==> config.mk <==
export PLATFORM = sky130hd
export DESIGN_NAME = prefix_accumulator
export DESIGN_NICKNAME = d
export VERILOG_FILES = /design/src/rtl/prefix_accumulator.sv
export SDC_FILE = /design/constraint.sdc
export NUM_CORES = 1
export LEC_CHECK = 0
export ABC_AREA = 1
export CORE_MARGIN = 5
export CORE_UTILIZATION = 35
export DETAILED_ROUTE_END_ITERATION = 7
export DONT_BUFFER_PORTS = 1
export GPL_TIMING_DRIVEN = 0
export SLEW_MARGIN = 15
export SYNTH_ARGS = -nofsm -noshare
export SYNTH_HDL_FRONTEND = slang
export SYNTH_SLANG_ARGS = --single-unit
==> constraint.sdc <==
create_clock -name clk -period 2.75 [get_ports clk]
set_input_delay 0.1375 -clock clk [delete_from_list [all_inputs] [get_ports clk]]
set_output_delay 0.1375 -clock clk [all_outputs]
set_load 0.03 [all_outputs]
==> src/rtl/prefix_accumulator.sv <==
// Purpose : frame accumulator wrapped around the 8-bit prefix_adder; emits frame total + sticky carry every COUNT_N bytes.
// Latency : updated sum/count visible one cycle after accept; total valid one cycle after the last accept of a frame.
// Backpressure: in_ready low while a total is held (HOLD) or clear is high; total held stable until out_ready. Optional macro: SATURATE_EN.

// Kogge-Stone 8-bit adder; operands and result use bit 0 = MSB ordering.
module prefix_adder (
    input  logic [7:0] a,
    input  logic [7:0] b,
    output logic [7:0] sum
);

    logic [7:0] al, bl, g0, p0, g1, p1, g2, p2, g3, p3, c, sl;

    // One prefix level: combine each (g,p) with the pair d positions below it.
    function automatic logic [15:0] ks_level(input logic [7:0] g, input logic [7:0] p, input int d);
        logic [7:0] go, po;
        for (int i = 0; i < 8; i++) begin
            if (i >= d) begin
                go[i] = g[i] | (p[i] & g[i-d]);
                po[i] = p[i] & p[i-d];
            end else begin
                go[i] = g[i];
                po[i] = p[i];
            end
        end
        return {go, po};
    endfunction

    // Reorder to LSB-first, run the prefix tree, and reorder the sum back.
    always_comb begin
        for (int i = 0; i < 8; i++) begin
            al[i] = a[7-i];
            bl[i] = b[7-i];
        end
        g0 = al & bl;
        p0 = al ^ bl;
        {g1, p1} = ks_level(g0, p0, 1);
        {g2, p2} = ks_level(g1, p1, 2);
        {g3, p3} = ks_level(g2, p2, 4);
        c = {g3[6:0], 1'b0};
        sl = p0 ^ c;
        for (int i = 0; i < 8; i++) begin
            sum[7-i] = sl[i];
        end
    end

endmodule

module prefix_accumulator #(
    parameter int WIDTH   = 8,
    parameter int COUNT_N = 4,
    parameter int CNT_W   = 8
) (
    input  logic             clk,
    input  logic             rst_n,
    input  logic             clear,
    input  logic             in_valid,
    output logic             in_ready,
    input  logic [WIDTH-1:0] in_data,
    output logic             out_valid,
    input  logic             out_ready,
    output logic [WIDTH-1:0] out_sum,
    output logic             out_carry,
    output logic [CNT_W-1:0] out_count
);

    // The adder has fixed 8-bit operands; frame length must fit the counter.
    if (WIDTH != 8) begin : g_bad_width
        $error("prefix_accumulator: WIDTH must be 8");
    end
    if (COUNT_N < 1 || COUNT_N > 255) begin : g_bad_count
        $error("prefix_accumulator: COUNT_N must be 1..255");
    end
    if (CNT_W < 1 || CNT_W > 31 || COUNT_N > (2**CNT_W) - 1) begin : g_bad_cnt_w
        $error("prefix_accumulator: CNT_W cannot hold COUNT_N");
    end

    typedef enum logic {
        ST_ACC  = 1'b0,
        ST_HOLD = 1'b1
    } state_t;

    localparam logic [CNT_W-1:0] LAST_IDX = CNT_W'(COUNT_N - 1);

    state_t           state, state_nxt;
    logic [WIDTH-1:0] acc, acc_nxt, add_sum, add_res;
    logic             carry, carry_nxt;
    logic [CNT_W-1:0] count, count_nxt;
    logic             accept, wrap;

    // Bit 0 is the MSB on the wire; flip to numeric order for magnitude compares.
    function automatic logic [7:0] to_num(input logic [7:0] v);
        logic [7:0] r;
        for (int i = 0; i < 8; i++) begin
            r[i] = v[7-i];
        end
        return r;
    endfunction

    prefix_adder u_adder (
        .a   (acc),
        .b   (in_data),
        .sum (add_sum)
    );

    assign in_ready  = (state == ST_ACC) && !clear;
    assign out_valid = (state == ST_HOLD);
    assign accept    = in_valid && in_ready;
    assign out_sum   = acc;
    assign out_carry = carry;
    assign out_count = count;

    // A wrap past 0xFF shows up as the sum dropping below the running total.
    always_comb begin
        wrap = (to_num(add_sum) < to_num(acc));
`ifdef SATURATE_EN
        add_res = wrap ? '1 : add_sum;
`else
        add_res = add_sum;
`endif
    end

    // Next-state: clear wins, then accumulate in ACC or release in HOLD.
    always_comb begin
        state_nxt = state;
        acc_nxt   = acc;
        carry_nxt = carry;
        count_nxt = count;
        if (clear) begin
            state_nxt = ST_ACC;
            acc_nxt   = '0;
            carry_nxt = 1'b0;
            count_nxt = '0;
        end else begin
            case (state)
                ST_ACC: begin
                    if (accept) begin
                        acc_nxt   = add_res;
                        carry_nxt = carry | wrap;
                        count_nxt = count + CNT_W'(1);
                        if (count == LAST_IDX) begin
                            state_nxt = ST_HOLD;
                        end
                    end
                end
                ST_HOLD: begin
                    if (out_ready) begin
                        state_nxt = ST_ACC;
                        acc_nxt   = '0;
                        carry_nxt = 1'b0;
                        count_nxt = '0;
                    end
                end
                default: state_nxt = ST_ACC;
            endcase
        end
    end

    // State and datapath registers; reset drops any partial frame.
    always_ff @(posedge clk or negedge rst_n) begin
        if (!rst_n) begin
            state <= ST_ACC;
            acc   <= '0;
            carry <= 1'b0;
            count <= '0;
        end else begin
            state <= state_nxt;
            acc   <= acc_nxt;
            carry <= carry_nxt;
            count <= count_nxt;
        end
    end

endmodule

; ---- After elaboration in Yosys (flattened, before gate mapping)
; Index checks and enable logic that the tools add are counted.
[classes]
addsub = 1
multipliers = 0
div_mod_pow = 0
n_lt_le_gt_ge = 1
eq_ne = 3
shift = 0
muxes = 16
bitwise_logic = 41
n_reduce_logical = 4
[ops]
columns = op, count
row1 = $mux 8, 5
row2 = $pmux 8 s2, 2
row3 = $and 1x1->1, 22
row4 = $xor 8x8->8, 2
row5 = $or 1x1->1, 15
row6 = $add 8x1->8 const B, 1
row7 = $eq 8x2->1 const B, 1
row8 = $lt 8x8->1, 1
row9 = $and 7x7->7, 1
row10 = $mux 1, 7
row11 = $ne 3x3->1 const B, 2
row12 = $pmux 1 s2, 2
row13 = $logic_and 1x1->1, 2
row14 = $reduce_and 2->1, 1
row15 = $logic_not 1->1, 1
row16 = $not 1->1, 1
[word_totals]
regBits = 18
latch_bits = 0
ramBits = 0
mem_bits_ro = 0
in_bits = 13
output_inout_bits = 19
elab_cells = 70
memories = 0

; ---- Logic depth before layout (Yosys ltp)
[logic_depth]
ltp_word = 12
mapped_depth = 16

; ---- By module
; Synthesis repeated with hierarchy kept, for this count alone.
[unflattened]
cells_unflattened = 193
area_unflattened_um2 = 1536.5
[by_module_without_submodules]
columns = module, n_inst, cells_each, area_per_inst_um2
row1 = prefix_accumulator, 1, 131, 1157.4
row2 = prefix_adder, 1, 62, 379.1

; ---- Least setup slack after synthesis
; OpenSTA, ideal clock, no wires.
[synth_path]
path_type = register to register
start = reg acc[7] (netlist: out_sum[7])
end = reg carry (netlist: out_carry)
setup_ns = 0.077
arrival_ns = 2.253
t_required_ns = 2.673
setup_slack_ns = 0.419
path_stages_with_launch = 16
n_path_buf = 0
period_less_slack_ns = 2.331
path_cell_list = dfrtp_1 -> ha_1 -> inv_1 -> fa_1 -> inv_1 -> nand3_1 -> nand2_1 -> nand3_1 -> nand2_1 -> nand2_1 -> and2_1 -> ha_1 -> a21o_1 -> nor2_1 -> nand2_1 -> a21oi_1
[synth_between]
elab_chain_len = 11
[synth_lines]
columns = element, line
row1 = "start, declared", 86  ; logic [WIDTH-1:0] acc, acc_nxt, add_sum, add_res;
row2 = "start signal, assigned", 168  ; acc <= acc_nxt;
row3 = $and 7x7->7, 35  ; g0 = al & bl;
row4 = $and 1x1->1, 19  ; go[i] = g[i] | (p[i] & g[i-d]);
row5 = $or 1x1->1, 19
row6 = $and 1x1->1, 19
row7 = $or 1x1->1, 19
row8 = $xor 8x8->8, 41  ; sl = p0 ^ c;
row9 = $lt 8x8->1 *, 115  ; wrap = (to_num(add_sum) < to_num(acc));
row10 = $or 1x1->1 *, 139  ; carry_nxt = carry | wrap;
row11 = $mux 1 *, 137  ; if (accept) begin
row12 = $pmux 1 s2 *, 135  ; case (state)
row13 = $mux 1 *, 129  ; if (clear) begin
row14 = "end signal, assigned", 169  ; carry <= carry_nxt;
row15 = "end, declared", 87  ; logic carry, carry_nxt;
; Every way passes the cells marked *; elsewhere a longest branch is shown, timed or not. The select of a mux whose other input is x is not followed.
; A chain may end at the register's enable or synchronous reset.

; ---- Worst setup path after layout
[layout_path]
start = reg acc[6] (netlist: out_sum[6])
end = reg carry (netlist: out_carry)
[layout_between]
elab_chain_len = 12
[layout_lines]
columns = element, line
row1 = $and 7x7->7 / $xor 8x8->8 (equally long branches), "35, 36"
row2 = $and 1x1->1 (on tied branches), "19, 20"
row3 = $or 1x1->1 / $and 1x1->1 (equally long branches), 19
row4 = $and 1x1->1 / $or 1x1->1 (equally long branches), 19
row5 = $or 1x1->1 / $and 1x1->1 (equally long branches), 19
row6 = $or 1x1->1, 19
row7 = $xor 8x8->8, 41
row8 = $lt 8x8->1 *, 115
row9 = $or 1x1->1 *, 139
row10 = $mux 1 *, 137
row11 = $pmux 1 s2 *, 135
row12 = $mux 1 *, 129
; Marks and branches as above.

==> impl_metrics.tcl <==
set metrics [dict create \
    placed_cell_area_um2 1400 \
    switchingPower_uw 300 \
    postCtsSetupBuffers 0 \
    n_antenna_cell 0 \
    final_cell_mix "nand2_1 (43), inv_1 (33), dfrtp_1 (17)" \
    reg2reg_slack_ns 0.31 \
    ir_drop_v 0.000230 \
    worstPathRequired_ns 2.93 \
    core.rowCount 22 \
    grt_pass1_wl_um 4820 \
    switching_share_pct 36.6 \
    period_minus_slack_ns 2.44 \
    instances_no_fill 230 \
    synth.avg_cell_area_um2 7.55 \
    synth_simple_gate_area_share_pct 27.6 \
    area_growth_pct 9.46 \
    p_seq_share_pct 43.0 \
    final_common_cell "nand2_1" \
    first_global_vias 1047 \
    power_uw 821 \
    wire_per_inst_um 12.5 \
    initial_utilization_pct 36.2 \
    worst_setup_path_start_kind "register" \
    final.setup.tns_ns 0 \
    hp-class "in -> reg" \
    maxSlewHeadroom_pct 41.1 \
    power_density_nw_per_um2 561 \
    worstHoldEndpoint "out_valid$_DFF_PN0_" \
    rsz0062_at_grt "false" \
    clk_pin_slew_worst_paths_ns 0.07 \
    yosysUniqueCellTypes 25 \
    setup_ws_ns 0.305 \
    root_buffer "clkbuf_8" \
    drt-total-wl_um 2880 \
    placedCellCount 225 \
    synthMuxAreaShare_pct 0 \
    r2r-start "out_sum[6]$_DFFE_PN0P_" \
    coreArea_um2 3690 \
    reg2reg_depth 14 \
    p_leak_nw 0.776 \
    worst_setup_path_end_kind "register" \
    synth_compound_area_share_pct 9.55 \
    final_hold_viol_count 0 \
    finalNetCount 211 \
    syn-num-nets 205 \
    ys_seq_elements 18 \
    pre_cts_ws_ns 0.205 \
    dpl.hpwl_um 2300 \
    tightest_slew_ns 0.880 \
    final_util_pct 39.7 \
    gp_congestion 0.832 \
    gr-total-overflow 0 \
    crit_path_start "out_sum[6]$_DFFE_PN0P_" \
    yosys_warnings 0 \
    arrival_ns 2.62 \
    min_path_cells 2 \
    clkLatencyLatePin_ns 0.25 \
    vias 1110 \
    hold_path.startpoint "in_valid" \
    fmax_mhz 409 \
    remaining_drc_errors 0 \
    grt_usage_pct 11.6 \
    die_h_um 71.8 \
    wl_met3_um 182 \
    highest_layer "met4" \
    htreeDepth 1 \
    synthAdderAreaFrac_pct 14.6 \
    syn_area_um2 1340 \
    setup.worst_path.class "reg -> reg" \
    p_clk_share_pct 26.5 \
    die_w_um 71.8 \
    power_frac_comb_pct 30.5 \
    outcome "finished clean" \
    die-area_um2 5150 \
    post-route-period-util_pct 88.9 \
    cts-buffers-inserted 3 \
    wl_met1_um 1290 \
    cap_violations 0 \
    grt_max_degree 19 \
    r2r_end "out_carry$_DFFE_PN0P_" \
    stdcell_area_um2 1460 \
    wl_met2_um 1390 \
    antenna_found_initial 0 \
    path_max_fanout 3 \
    postRouteAntennaNets 0 \
    cts.path.max_buffers 2 \
    slew_violations 0 \
    clock_skew_ns 0.00183 \
    setup_violations 0 \
    p_int_uw 521 \
    synth_top_family_by_area "simple AND/OR/NAND/NOR gates" \
    cts_tree "built" \
    viasPerCell 4.83 \
    whs_ns 0.0715 \
    drtPass1Iterations 4 \
    drt_iter0_markers 26 \
    ios 32 \
    synthXorXnorAreaFrac_pct 3.28 \
    yosysSeqAreaShare_pct 33.7 \
    numPortBuffers 0 \
    cts_sinks 18 \
    drive_gt1_share_pct 10.4 \
    synthCells 177 \
]
metal layers:
layer  GRT usage, %  vias up
met5              0        -
met4           3.76        0
met3           2.95        2
met2           19.7       26
met1           14.3      511
li1               -      571
flip-flops by register name, indices dropped and copies added, names as in the netlist:
register / cells
out_sum: 8
out_valid: 1
out_count: 8
out_carry: 1
cell type report:
cell class	instances	area (um2)
Buffer	1	11.3
Sequential cell	18	452
Clock buffer	4	55.1
Inverter	37	139
Fill cell	404	2230
Timing Repair Buffer	1	10.0
Tap cell	48	60.1
Multi-Input combinational cell	121	736
worst max path at each step:
stage                                 end  slack, ns
floorplan           out_carry$_DFFE_PN0P_       0.42
global placement    out_carry$_DFFE_PN0P_       0.21
detailed placement  out_carry$_DFFE_PN0P_       0.20
finish              out_carry$_DFFE_PN0P_       0.31
CTS                 out_carry$_DFFE_PN0P_       0.17
global route        out_carry$_DFFE_PN0P_       0.08
cells by family (layout without fill, tap and decap cells):
kind of cell | after synthesis | in the layout
compound gates | 20 | 20
xor+xnor | 5 | 5
fa+ha+maj | 15 | 15
buf+inv | 38 | 43
flops | 18 | 18
simple gates | 81 | 81
repair_timing:
action / in CTS / in global routing
endpoints found under the hold margin: 18 / 0
gates resized for setup: 0 / 1
hold buffers: 1 / 0
setup endpoints to repair: 0 / 1
power groups by stage:
stage / combinational (mW) / sequential, mW / clock, mW
after floorplan: 0.207 / 0.351 / 0
after global placement: 0.244 / 0.360 / 0
after detailed placement: 0.248 / 0.360 / 0
after CTS: 0.257 / 0.354 / 0.226
after global routing: 0.293 / 0.357 / 0.234
final: 0.251 / 0.353 / 0.218
cell usage after synthesis (all sizes together):
cell   number  area, um2
a21o        1       7.51
a21oi       8       40.0
a22o        2       20.0
and2        3       18.8
buf         1       11.3
dfrtp      18        450
fa          1       20.0
ha         14        175
inv        37        139
nand2      45        179
nand3      16       85.1
nand4       4       25.0
nor2       11       46.3
nor3        2       15.0
o21ai       6       41.3
o22ai       3       18.8
xnor2       4       35.0
xor2        1       8.76
worst max-delay path, cell delays in order (launching register included):
cell and delay (ns):
dfrtp_1 0.54, inv_1 0.13, fa_1 0.47, inv_1 0.08
nand3_1 0.07, nand2_1 0.11, nand3_1 0.11, nand2_1 0.08
nand2_1 0.06, and2_1 0.15, ha_1 0.17, a21o_1 0.15
nor2_1 0.09, nand2_1 0.05, a21oi_1 0.12
Power figures use the tool's default switching activity.
